## src/rtl/cpu_int_ctrl.sv

```systemverilog
// Interrupt controller for the 6502-style core: fixed-priority IRQs, edge-triggered NMI, BRK, NMI hijack.
// Optional macro CPU_INT_EDGE_IRQ_EN switches IRQ channels from level to latched falling-edge mode.
module cpu_int_ctrl #(
    parameter int NUM_IRQ = 4,
    parameter int SYNC_FF = 2
) (
    input  logic               clk_ph1,
    input  logic               rst,
    input  logic [NUM_IRQ-1:0] irq_n,
    input  logic               nmi_n,
    input  logic [NUM_IRQ-1:0] irq_mask,
    input  logic               i_flag,
    input  logic               poll,
    input  logic               brk,
    input  logic               int_ack,
    input  logic               vec_fetch,
    input  logic [NUM_IRQ-1:0] irq_clr,
    output logic               int_req,
    output logic               b_flag,
    output logic [7:0]         vec_lo,
    output logic [2:0]         src_id,
    output logic [NUM_IRQ-1:0] pending
);

    localparam logic [1:0] S_IDLE = 2'd0;
    localparam logic [1:0] S_REQ  = 2'd1;
    localparam logic [1:0] S_SVC  = 2'd2;

    localparam logic [7:0] VEC_NMI = 8'hFA;
    localparam logic [7:0] VEC_IRQ = 8'hFE;

    logic [SYNC_FF-1:0][NUM_IRQ-1:0] r_irq_sync;
    logic [SYNC_FF-1:0]              r_nmi_sync;
    logic                            r_nmi_prev;
    logic                            r_nmi_lat;
    logic [1:0]                      r_state;
    logic                            r_b_flag;
    logic [7:0]                      r_vec_lo;
    logic [2:0]                      r_src_id;

    logic [NUM_IRQ-1:0] w_irq_s;
    logic               w_nmi_s;
    logic               w_nmi_fall;
    logic               w_irq_hit;
    logic               w_take;
    logic               w_nmi_use;

    function automatic logic [2:0] f_lowest(input logic [NUM_IRQ-1:0] v);
        f_lowest = 3'd0;
        for (int k = NUM_IRQ - 1; k >= 0; k--) begin
            if (v[k]) f_lowest = 3'(k);
        end
    endfunction

    // Synchronisers idle high so reset never looks like a falling edge
    always_ff @(posedge clk_ph1) begin
        if (!rst) begin
            r_irq_sync <= '1;
            r_nmi_sync <= '1;
        end else begin
            r_irq_sync[0] <= irq_n;
            r_nmi_sync[0] <= nmi_n;
            for (int k = 1; k < SYNC_FF; k++) begin
                r_irq_sync[k] <= r_irq_sync[k-1];
                r_nmi_sync[k] <= r_nmi_sync[k-1];
            end
        end
    end

    assign w_irq_s = r_irq_sync[SYNC_FF-1];
    assign w_nmi_s = r_nmi_sync[SYNC_FF-1];

`ifdef CPU_INT_EDGE_IRQ_EN
    logic [NUM_IRQ-1:0] r_irq_prev;
    logic [NUM_IRQ-1:0] r_irq_lat;

    always_ff @(posedge clk_ph1) begin
        if (!rst) begin
            r_irq_prev <= '1;
            r_irq_lat  <= '0;
        end else begin
            r_irq_prev <= w_irq_s;
            r_irq_lat  <= (r_irq_lat & ~irq_clr) | (r_irq_prev & ~w_irq_s);
        end
    end

    assign pending = r_irq_lat & irq_mask;
`else
    logic w_unused_clr;
    assign w_unused_clr = ^irq_clr;
    assign pending      = ~w_irq_s & irq_mask;
`endif

    assign w_nmi_fall = r_nmi_prev & ~w_nmi_s;
    assign w_irq_hit  = (|pending) & ~i_flag;
    assign w_take     = poll & (r_nmi_lat | w_irq_hit);
    assign w_nmi_use  = (r_state == S_SVC) & vec_fetch & r_nmi_lat;

    // A fresh edge on the consuming cycle must not be lost
    always_ff @(posedge clk_ph1) begin
        if (!rst) begin
            r_nmi_prev <= 1'b1;
            r_nmi_lat  <= 1'b0;
        end else begin
            r_nmi_prev <= w_nmi_s;
            if (w_nmi_fall)     r_nmi_lat <= 1'b1;
            else if (w_nmi_use) r_nmi_lat <= 1'b0;
        end
    end

    always_ff @(posedge clk_ph1) begin
        if (!rst) begin
            r_state  <= S_IDLE;
            r_b_flag <= 1'b1;
            r_vec_lo <= VEC_IRQ;
            r_src_id <= 3'd0;
        end else begin
            case (r_state)
                S_IDLE: begin
                    if (w_take) begin
                        r_state <= S_REQ;
                        if (!r_nmi_lat) r_src_id <= f_lowest(pending);
                    end else if (brk) begin
                        r_state  <= S_SVC;
                        r_b_flag <= 1'b1;
                    end
                end
                S_REQ: begin
                    if (int_ack) begin
                        r_state  <= S_SVC;
                        r_b_flag <= 1'b0;
                    end
                end
                S_SVC: begin
                    // NMI hijacks the vector of whichever sequence is running
                    if (vec_fetch) begin
                        r_vec_lo <= r_nmi_lat ? VEC_NMI : VEC_IRQ;
                        r_state  <= S_IDLE;
                    end
                end
                default: r_state <= S_IDLE;
            endcase
        end
    end

    assign int_req = (r_state == S_REQ);
    assign b_flag  = r_b_flag;
    assign vec_lo  = r_vec_lo;
    assign src_id  = r_src_id;

endmodule

```

## config.mk

```make
export PLATFORM = sky130hd
export DESIGN_NAME = cpu_int_ctrl
export DESIGN_NICKNAME = d
export VERILOG_FILES = /design/src/rtl/cpu_int_ctrl.sv
export SDC_FILE = /design/constraint.sdc
export NUM_CORES = 1
export LEC_CHECK = 0
export ABC_AREA = 1
export CORE_MARGIN = 2
export CORE_UTILIZATION = 44
export DETAILED_ROUTE_END_ITERATION = 12
export DONT_BUFFER_PORTS = 1
export GPL_TIMING_DRIVEN = 0
export PLACE_DENSITY = 0.55
export SLEW_MARGIN = 5
export SYNTH_ARGS = -nofsm -noshare
export SYNTH_HDL_FRONTEND = slang
export SYNTH_SLANG_ARGS = --single-unit
```

## constraint.sdc

```tcl
create_clock -name clk_ph1 -period 1.2 [get_ports clk_ph1]
set_input_delay 0.24 -clock clk_ph1 [delete_from_list [all_inputs] [get_ports clk_ph1]]
set_output_delay 0.24 -clock clk_ph1 [all_outputs]
set_load 0.05 [all_outputs]
```

==> reports/qor.tcl <==
set qor(ctsRootBufferMaster) {sky130_fd_sc_hd__clkbuf_4}
set qor(synth_commonest_cells) {sky130_fd_sc_hd__inv_1, sky130_fd_sc_hd__dfxtp_1, sky130_fd_sc_hd__or2_2}
set qor(dp_hpwl_um) 946
set qor(wire_per_inst_um) 9.28
set qor(crit_path_end_kind) {output port}
set qor(worstPathBufferInverterCount) 2
set qor(violations_in_the_final_reports) {negative setup slack}
set qor(ys_top_cells_by_area) {sky130_fd_sc_hd__dfxtp_1, sky130_fd_sc_hd__inv_1, sky130_fd_sc_hd__or2_2}
set qor(synthDistinctLibCells) 18
set qor(final-setup-viol-count) 5
set qor(ctsLongestPathBuffers) 2
set qor(path_cells) {inv_2 > nand2_2 > clkinvlp_4}
set qor(rows) 15
set qor(rrSetupSlack_ns) 0.05
set qor(achievable_freq_mhz) 810
set qor(clock_sink_count) 18
set qor(drv_slew) 0
set qor(first_global_vias) 477
set qor(maximum_number_of_pins_on_one_net_before_global_route_repair) 11
set qor(worst_r2r_path_depth) 7
set qor(critical_path.max_stage_delay_ns) 0.35
set qor(worstPathArrival_ns) 0.99
set qor(die-width_um) 46.1
set qor(drt_iter0_drc) 3
set qor(min-delay-path-class) {in2reg}
set qor(synth_top_cell_by_area) {sky130_fd_sc_hd__dfxtp_1}
set qor(io-pin-count) 37
set qor(netlist.area_leader.share_pct) 46.2
set qor(critical_path_required_ns) 0.96
set qor(ys_warn_count) 0
set qor(final_antenna_net_count) 0
set qor(timing.slew.headroom_pct) 66.3
set qor(p_leak_nw) 0.434
set qor(synth-edff-count) 0
set qor(launch_point_of_the_worst_reg_to_reg_path) {w_irq_s[3]}
set qor(initial_core_util_pct) 46.2
set qor(number_of_buffers_inserted_during_clock_tree_synthesis) 3
set qor(worst-setup-path-type) {reg2out}
set qor(io_buffer_count) 0
set qor(reg2reg_to) {src_id[0]}
set qor(grt_first_pass_wirelength_um) 1840
set qor(die_area_um2) 2130
set qor(max-vdd-ir-drop_v) 0.000804
set qor(worst_hold_startpoint) {rst}
set qor(core_area_um2) 1690
set qor(hold_path_depth) 1
set qor(critical_path.startpoint_type) {flip-flop}
set qor(min_period_ns) 1.23
set qor(timing_hold_violations_final) 0
set qor(nNetsFinal) 133
set qor(crit_path_top_delay_cell) {sky130_fd_sc_hd__dfxtp_2}
set qor(vias) 562
set qor(antenna_cells_inserted) 0
set qor(grt_setup_unrepaired) {yes}
set qor(syn-cell-area_um2) 781
set qor(max_cap_violations) 0
set qor(avgViaCountPerCell) 4.39
set qor(timing.hold.worst_endpoint) {b_flag}
set qor(cts_hold_repair.buffers) 0
set qor(floorplan.die.height_um) 46.1
set qor(synth_sequential_area_ratio_pct) 46.2
set qor(clk_transition_reported_paths_ns) 0.09
set qor(drc_errors) 0
set qor(groute.usage.overall_pct) 12.1
set qor(synth_ff_type) {sky130_fd_sc_hd__dfxtp_1}
set qor(setup-tns-final_ns) -0.0994
set qor(synthesis.area_per_instance_um2) 7.81
set qor(powerDensity_nw_per_um2) 1290
set qor(synthArstFlopShare_pct) 0
set qor(timing.critical_path.fanout_max) 3
set qor(area.growth.synth_to_final_pct) 14.6
set qor(post_route_cells_drive_above_1_share_pct) 41.4
set qor(detailedRoute.firstPassIterationCount) 4
set qor(finalWirelength_um) 1190
set qor(tritoncts_clock_tree) {yes}
set qor(run_status) {complete, but fails checks}
set qor(clk-insertion-delay-late_ns) 0.28
set qor(post_route_clock_period_utilization_pct) 103
set qor(worst-slew-pin-transition_ns) 0.505
set qor(critical-path-top-delay-family) {flip-flops}
set qor(post-layout-total-power_w) 0.00115
set qor(yosys_register_bits) 18
set qor(globalRouteOverflowTotal) 0
set qor(layout_skew_ns) 0.00657
set qor(final_worst_slack_ns) -0.0340
set qor(netlist_instances) 100
set qor(yosysMostFrequentCell) {sky130_fd_sc_hd__inv_1}
set qor(initial_antenna_violation_count) 0
set qor(finalWeightedCongestion) 0.722
set qor(cts_htree_levels) 1
-- worst reg2reg max path: stages, from the launching register on --
cell and delay (ns):
sky130_fd_sc_hd__dfxtp_1 0.31, sky130_fd_sc_hd__inv_1 0.04, sky130_fd_sc_hd__nand2_2 0.09, sky130_fd_sc_hd__clkinvlp_4 0.26, sky130_fd_sc_hd__nand2_1 0.13, sky130_fd_sc_hd__a21oi_1 0.07, sky130_fd_sc_hd__nor2_1 0.11, sky130_fd_sc_hd__nor2_1 0.05
-- worst max path at each step --
stage               startpoint          to  cells past startpoint
floorplan           w_irq_s[3]   src_id[0]                      7
global placement    w_irq_s[3]   src_id[0]                      7
detailed placement  w_irq_s[3]   src_id[0]                      7
CTS                 w_irq_s[2]  pending[2]                      3
global route        w_irq_s[2]  pending[2]                      3
finish              r_state[1]     int_req                      3
-- flip-flops by register name, summed over array words and instances (netlist names) --
register,cells
b_flag,1
src_id,2
w_irq_s,4
r_irq_sync,4
vec_lo,1
r_nmi_prev,1
r_nmi_lat,1
r_nmi_sync,2
r_state,2
-- cells by family (layout without fill, tap and decap cells) --
logic type	after synthesis	count (layout)	share of synthesized area, %
flip-flops	18	18	46.2
other	2	8	0.962
AO/OA/AOI/OAI	9	9	6.73
AND/OR/NAND/NOR	42	42	28.4
buffers and inverters	29	34	17.8
-- layer usage --
metal	GRT usage, %	up-vias	routed length (µm)
li1	-	306	-
met2	20.8	20	581
met5	0	-	0
met4	6.86	0	12
met3	3.53	2	114
met1	13.0	234	479
-- per-stage QoR --
| stage | cell area, µm² | hold slack (ns) | util (%) | instances | worst slack [ns] |
|---|---|---|---|---|---|
| 2_1_floorplan | 803 | 0.324 | - | 106 | 0.0779 |
| 4_1_cts | 886 | 0.0305 | 52.4 | 128 | -0.0525 |
| 3_5_place_dp | 825 | 0.332 | 48.8 | 123 | -0.0140 |
| 5_1_grt | 895 | 0.0313 | 53.0 | 128 | -0.0831 |
| 3_3_place_gp | 825 | 0.327 | 48.8 | 123 | 0.0127 |
| 6_report | 895 | 0.0424 | 53.0 | 128 | -0.0340 |
-- cell usage in the layout (no fill, tap or decap) --
master / count
sky130_fd_sc_hd__nand2_1: 7
sky130_fd_sc_hd__o21ai_2: 1
sky130_fd_sc_hd__nand2_2: 8
sky130_fd_sc_hd__a21oi_2: 1
sky130_fd_sc_hd__clkbuf_1: 1
sky130_fd_sc_hd__or2_2: 11
sky130_fd_sc_hd__nand3_1: 4
sky130_fd_sc_hd__inv_2: 1
sky130_fd_sc_hd__nor3_1: 1
sky130_fd_sc_hd__clkinvlp_4: 5
sky130_fd_sc_hd__inv_1: 14
sky130_fd_sc_hd__nand4_2: 1
sky130_fd_sc_hd__nor2_1: 9
sky130_fd_sc_hd__conb_1: 8
sky130_fd_sc_hd__buf_4: 10
sky130_fd_sc_hd__o32ai_1: 1
sky130_fd_sc_hd__dfxtp_1: 14
sky130_fd_sc_hd__a21oi_1: 4
sky130_fd_sc_hd__clkbuf_4: 3
sky130_fd_sc_hd__o21ai_0: 2
sky130_fd_sc_hd__dfxtp_2: 4
sky130_fd_sc_hd__nand3_2: 1
-- repair_timing --
item | 4_1_cts | 5_1_grt
setup buffers | 2 | 0
setup endpoints to repair | 6 | 12
resized for setup | 9 | 4
-- layout make-up --
type                    instances  area, µm²
plain buffers                   9       63.8
clock buffers                   3       22.5
fillers                       172        795
inverters                      20       93.8
multi-input cells              59        313
flip-flops and latches         18        365
well taps                      17       21.3
repair buffers                  2       15.0
-- where the power goes --
group	internal (W)	switching [W]	total, W
clock network	0.000116	0.000160	0.000276
registers	0.000631	0.0000430	0.000674
logic	0.0000659	0.000138	0.000203
Power figures use the tool's default switching activity.
